--- config.mk ---
export PLATFORM = sky130hd
export DESIGN_NAME = inst_wait_stage
export DESIGN_NICKNAME = d
export VERILOG_FILES = /design/src/rtl/inst_wait_stage.sv
export SDC_FILE = /design/constraint.sdc
export NUM_CORES = 1
export LEC_CHECK = 0
export BUFFER_PORTS_ARGS = -buffer_cell sky130_fd_sc_hd__clkbuf_2
export CORE_ASPECT_RATIO = 1.75
export CORE_MARGIN = 5
export CORE_UTILIZATION = 44
export CTS_CLUSTER_DIAMETER = 60
export DETAILED_ROUTE_END_ITERATION = 16
export GPL_ROUTABILITY_DRIVEN = 0
export PLACE_DENSITY = 0.9
export SYNTH_ARGS = -nofsm -noshare
export SYNTH_HDL_FRONTEND = slang
export SYNTH_SLANG_ARGS = --single-unit
--- constraint.sdc ---
create_clock -name clk -period 1.7 [get_ports clk]
set_input_delay 0.17 -clock clk [delete_from_list [all_inputs] [get_ports clk]]
set_output_delay 0.17 -clock clk [all_outputs]
set_load 0.005 [all_outputs]
--- src/rtl/inst_wait_stage.sv ---
// Instruction wait stage: holds one fetched entry until its bus read data
// returns, then presents {pc, inst, exception info} to decode. A single
// outstanding read is tracked; flushed entries whose read is still in flight
// go to DROP so the late response is swallowed instead of being misattributed.
module inst_wait_stage (
    input  logic        clk,
    input  logic        reset,
    // fetch side
    input  logic        valid_i,
    input  logic [31:0] pc_i,
    input  logic        cancelled_i,
    input  logic        exc_i,
    input  logic        exc_miss_i,
    input  logic [4:0]  exccode_i,
    output logic        ready_o,
    // instruction bus response
    input  logic        inst_data_ok,
    input  logic [31:0] inst_rdata,
    // decode side
    output logic        valid_o,
    output logic [31:0] pc_o,
    output logic [31:0] inst_o,
    output logic        exc_o,
    output logic        exc_miss_o,
    output logic [4:0]  exccode_o,
    input  logic        ready_i,
    // flush from commit
    input  logic        cancel_i
);

    typedef enum logic [1:0] {
        S_EMPTY = 2'd0,
        S_WAIT  = 2'd1,
        S_FULL  = 2'd2,
        S_DROP  = 2'd3
    } state_e;

    state_e      state_q, state_d;
    logic [31:0] pc_q, pc_d;
    logic [31:0] inst_q, inst_d;
    logic        exc_q, exc_d;
    logic        exc_miss_q, exc_miss_d;
    logic [4:0]  exccode_q, exccode_d;

    logic        accept;
    logic        kill_new;

    // A held FULL entry frees the slot either by being consumed or by a flush,
    // so a new entry can be taken the same cycle (no bubble).
    assign ready_o  = (state_q == S_EMPTY) ||
                      (state_q == S_FULL && ready_i) ||
                      (state_q == S_FULL && cancel_i);
    assign accept   = valid_i && ready_o;
    assign kill_new = cancelled_i || cancel_i;

    // Next-state and capture logic for the single held entry.
    always_comb begin
        state_d    = state_q;
        pc_d       = pc_q;
        inst_d     = inst_q;
        exc_d      = exc_q;
        exc_miss_d = exc_miss_q;
        exccode_d  = exccode_q;

        unique case (state_q)
            S_EMPTY, S_FULL: begin
                // Held entry leaves when decode takes it or it is flushed.
                if (state_q == S_FULL && (ready_i || cancel_i)) begin
                    state_d = S_EMPTY;
                end
                if (accept) begin
                    pc_d       = pc_i;
                    exc_d      = exc_i;
                    exc_miss_d = exc_miss_i;
                    exccode_d  = exccode_i;
                    if (exc_i) begin
                        // Faulting fetch never issued a bus read.
                        inst_d  = 32'd0;
                        state_d = kill_new ? S_EMPTY : S_FULL;
                    end else if (inst_data_ok) begin
                        inst_d  = inst_rdata;
                        state_d = kill_new ? S_EMPTY : S_FULL;
                    end else begin
                        inst_d  = 32'd0;
                        state_d = kill_new ? S_DROP : S_WAIT;
                    end
                end
            end
            S_WAIT: begin
                if (inst_data_ok) begin
                    inst_d  = inst_rdata;
                    state_d = cancel_i ? S_EMPTY : S_FULL;
                end else if (cancel_i) begin
                    state_d = S_DROP;
                end
            end
            S_DROP: begin
                // Response belongs to a flushed entry; discard it.
                if (inst_data_ok) begin
                    state_d = S_EMPTY;
                end
            end
            default: state_d = S_EMPTY;
        endcase
    end

    // State and output registers; reset clears everything and beats all inputs.
    always_ff @(posedge clk) begin
        if (reset) begin
            state_q    <= S_EMPTY;
            pc_q       <= 32'd0;
            inst_q     <= 32'd0;
            exc_q      <= 1'b0;
            exc_miss_q <= 1'b0;
            exccode_q  <= 5'd0;
        end else begin
            state_q    <= state_d;
            pc_q       <= pc_d;
            inst_q     <= inst_d;
            exc_q      <= exc_d;
            exc_miss_q <= exc_miss_d;
            exccode_q  <= exccode_d;
        end
    end

    assign valid_o    = (state_q == S_FULL);
    assign pc_o       = pc_q;
    assign inst_o     = inst_q;
    assign exc_o      = exc_q;
    assign exc_miss_o = exc_miss_q;
    assign exccode_o  = exccode_q;

endmodule

==> results.json <==
{
  "status": "complete, no violations",
  "cts.sinks": 73,
  "synth_top_flop_cell": "dfxtp_1",
  "fin_area_mm2": 0.00378,
  "overflow": 0,
  "seq_area_frac_synth": 0.519,
  "ant_nets": 0,
  "hold_viol": 0,
  "endpoint_kind": "flop",
  "rows": 38,
  "p_per_area_mw_per_mm2": 943,
  "synth.most_common_cell": "nand2_1",
  "cp.required_ps": 1960,
  "synth_edf_count": 0,
  "crit_arrival_ps": 1760,
  "firstDrtPassIters": 4,
  "clk_latency_ps": 330,
  "min_period_over_period": 0.881,
  "clock_path_buffers": 2,
  "grt_pass1_vias": 2735,
  "rsz0062_at_grt": "false",
  "final_nets": 562,
  "synthCells": 341,
  "p_leak_nw": 1.72,
  "dr.first_iter.drc_count": 168,
  "finalPower_mw": 3.57,
  "setup_viol": 0,
  "grt_first_pass_wirelength_um": 12200,
  "yosys-top-cells-count": "nand2_1, dfxtp_1, a21oi_1, nand3_1, buf_2",
  "yosysUniqueCellTypes": 27,
  "ys_async_sr_fraction": 0,
  "syn_area_mm2": 0.00281,
  "syn_to_final_growth_pct": 34.4,
  "h-tree-depth": 3,
  "cts_tree": "done",
  "place_area_mm2": 0.00362,
  "finClkSkew_ps": 6.66,
  "dp_hpwl_um": 5810,
  "instances_no_fill": 567,
  "fin_crit_ps": 1500,
  "drc_errors": 0,
  "p_sw_mw": 0.920,
  "cts_made_buffers": 9,
  "final.fill_count": 581,
  "drive_above_1_share": 0.402,
  "combPwrFrac": 0.156,
  "routedWlPerCell_um": 13.6,
  "netlist.area_leader.share": 0.519,
  "totalWireLength_um": 7730,
  "power_switching_share": 0.258,
  "slowest_delay_ps": 500,
  "grt_usage": 0.190,
  "power.share.clock": 0.324,
  "die_area_mm2": 0.00816,
  "antenna_cells": 0,
  "share_seq_of_total_power": 0.521,
  "placedCellCount": 553,
  "synth_top_area_cell": "dfxtp_1",
  "antenna_found_initial": 0,
  "finalSetupTns_ps": 0,
  "cp-start-kind": "flop",
  "yosysWarnings": 0,
  "tightest_slew_ps": 495,
  "fp.coreArea_mm2": 0.00623,
  "die_height_um": 116,
  "synth_area_per_cell_um2": 8.25,
  "worst_slack_ps": 202,
  "ys_ff_latch": 73,
  "synth.area.top_cells": "dfxtp_1, nand2_1, a21oi_1",
  "cap_violations": 0,
  "initial_core_util": 0.452,
  "drv_slew": 0,
  "slowest_stage": "dfxtp_1",
  "io_buffers": 150,
  "worst-setup-path-type": "flop to flop",
  "num_io_pins": 151,
  "cts_root_buf": "clkbuf_8",
  "holdCritPathClass": "input pin to flop",
  "max_freq_mhz": 668,
  "viasPerCell": 5.02,
  "syn_nets": 419,
  "routed-via-count": 2844,
  "crit_path_cell_trace": "mux2i_1 > o22a_2 > buf_12 > nand2_1 > a21oi_1",
  "slew_headroom": 0.670,
  "clk_pin_slew_ps": 70,
  "cts_setup_buffers": 0,
  "die_x_um": 70.5,
  "grt_max_degree": 43,
  "dp_slack_ps": 170,
  "internal_power_mw": 2.65,
  "vdd_ir_drop_max_uv": 570,
  "worst-path-max-fanout": 32
}
-- layer usage --
metal | GRT usage | share of wire | vias to the layer above
met5 | 0 | 0 | -
met2 | 0.337 | 0.53 | 113
met4 | 0.132 | 0.038 | 0
met3 | 0.0460 | 0.065 | 22
li1 | - | - | 1406
met1 | 0.193 | 0.36 | 1303
-- through the flow --
stage	utilization	hold WS [ps]
6_report	0.607	51.1
5_1_grt	0.607	40.1
4_1_cts	0.607	20.5
3_5_place_dp	0.581	400
3_3_place_gp	0.581	391
2_1_floorplan	-	249
-- flip-flops by register name (all words and copies together), names as in the netlist --
register,count
exc_miss_o,1
exccode_o,5
exc_o,1
inst_o,32
state_q,2
pc_o,32
-- power by group through the flow --
stage          clock network [mW]  registers (mW)  logic [mW]
2_1_floorplan                   0            1.89       0.305
3_3_place_gp                    0            1.89       0.543
3_5_place_dp                    0            1.90       0.563
4_1_cts                      1.21            1.86       0.563
5_1_grt                      1.27            1.87       0.617
6_report                     1.16            1.86       0.555
-- placed cells by master (no fill, tap or decap), types with 2 or more instances in the layout --
master	n
clkbuf_8	11
buf_4	5
inv_1	2
a21oi_1	66
nand3_2	10
nand3_1	22
clkbuf_2	150
nor2b_1	2
nor3_1	3
clkbuf_1	3
nor2_1	3
buf_12	3
dfxtp_1	73
nand2_1	110
a21oi_2	11
-- timing repair --
item,in CTS,in global routing
setup endpoints to repair,0,8
gates resized for setup,0,1
hold buffers,0,0
-- worst paths after layout --
check	startpoint	endpoint	slack, ps	cells past startpoint
worst max register to register	state_q[0]$_SDFFE_PP0P_	inst_o[27]$_SDFFE_PP0P_	200	5
worst min register to register	inst_o[17]$_SDFFE_PP0P_	inst_o[17]$_SDFFE_PP0P_	450	2
worst max-delay path	state_q[0]$_SDFFE_PP0P_	inst_o[27]$_SDFFE_PP0P_	200	5
worst min-delay path	exccode_i[2]	exccode_o[2]$_SDFFE_PP0P_	50	3
-- kinds of logic after synthesis --
kind of cell / Yosys count / synth area share
flip-flops: 73 / 0.519
AND/OR/NAND/NOR: 153 / 0.245
AO/OA/AOI/OAI: 84 / 0.171
XOR/XNOR: 1 / 0.00311
multiplexers: 1 / 0.00356
buffers and inverters: 29 / 0.0587
-- area by class of cell --
| type | instances | area (µm²) | share of cell area |
|---|---|---|---|
| clock buffer | 14 | 163 | 0.0430 |
| inverter | 2 | 7.51 | 0.00198 |
| timing repair buffer | 159 | 860 | 0.227 |
| multi-input combinational | 239 | 1190 | 0.315 |
| tap | 80 | 100 | 0.0265 |
| sequential | 73 | 1460 | 0.386 |
-- critical path: cells and delay by family (launching register included) --
| kind | cells | cell delay (ps) |
|---|---|---|
| muxes | 1 | 310 |
| buffers and inverters | 1 | 170 |
| DFF | 1 | 500 |
| and+or+nand+nor | 1 | 80 |
| AOI/OAI and AO/OA | 2 | 340 |
No activity file was read; power rests on OpenSTA's default activity.
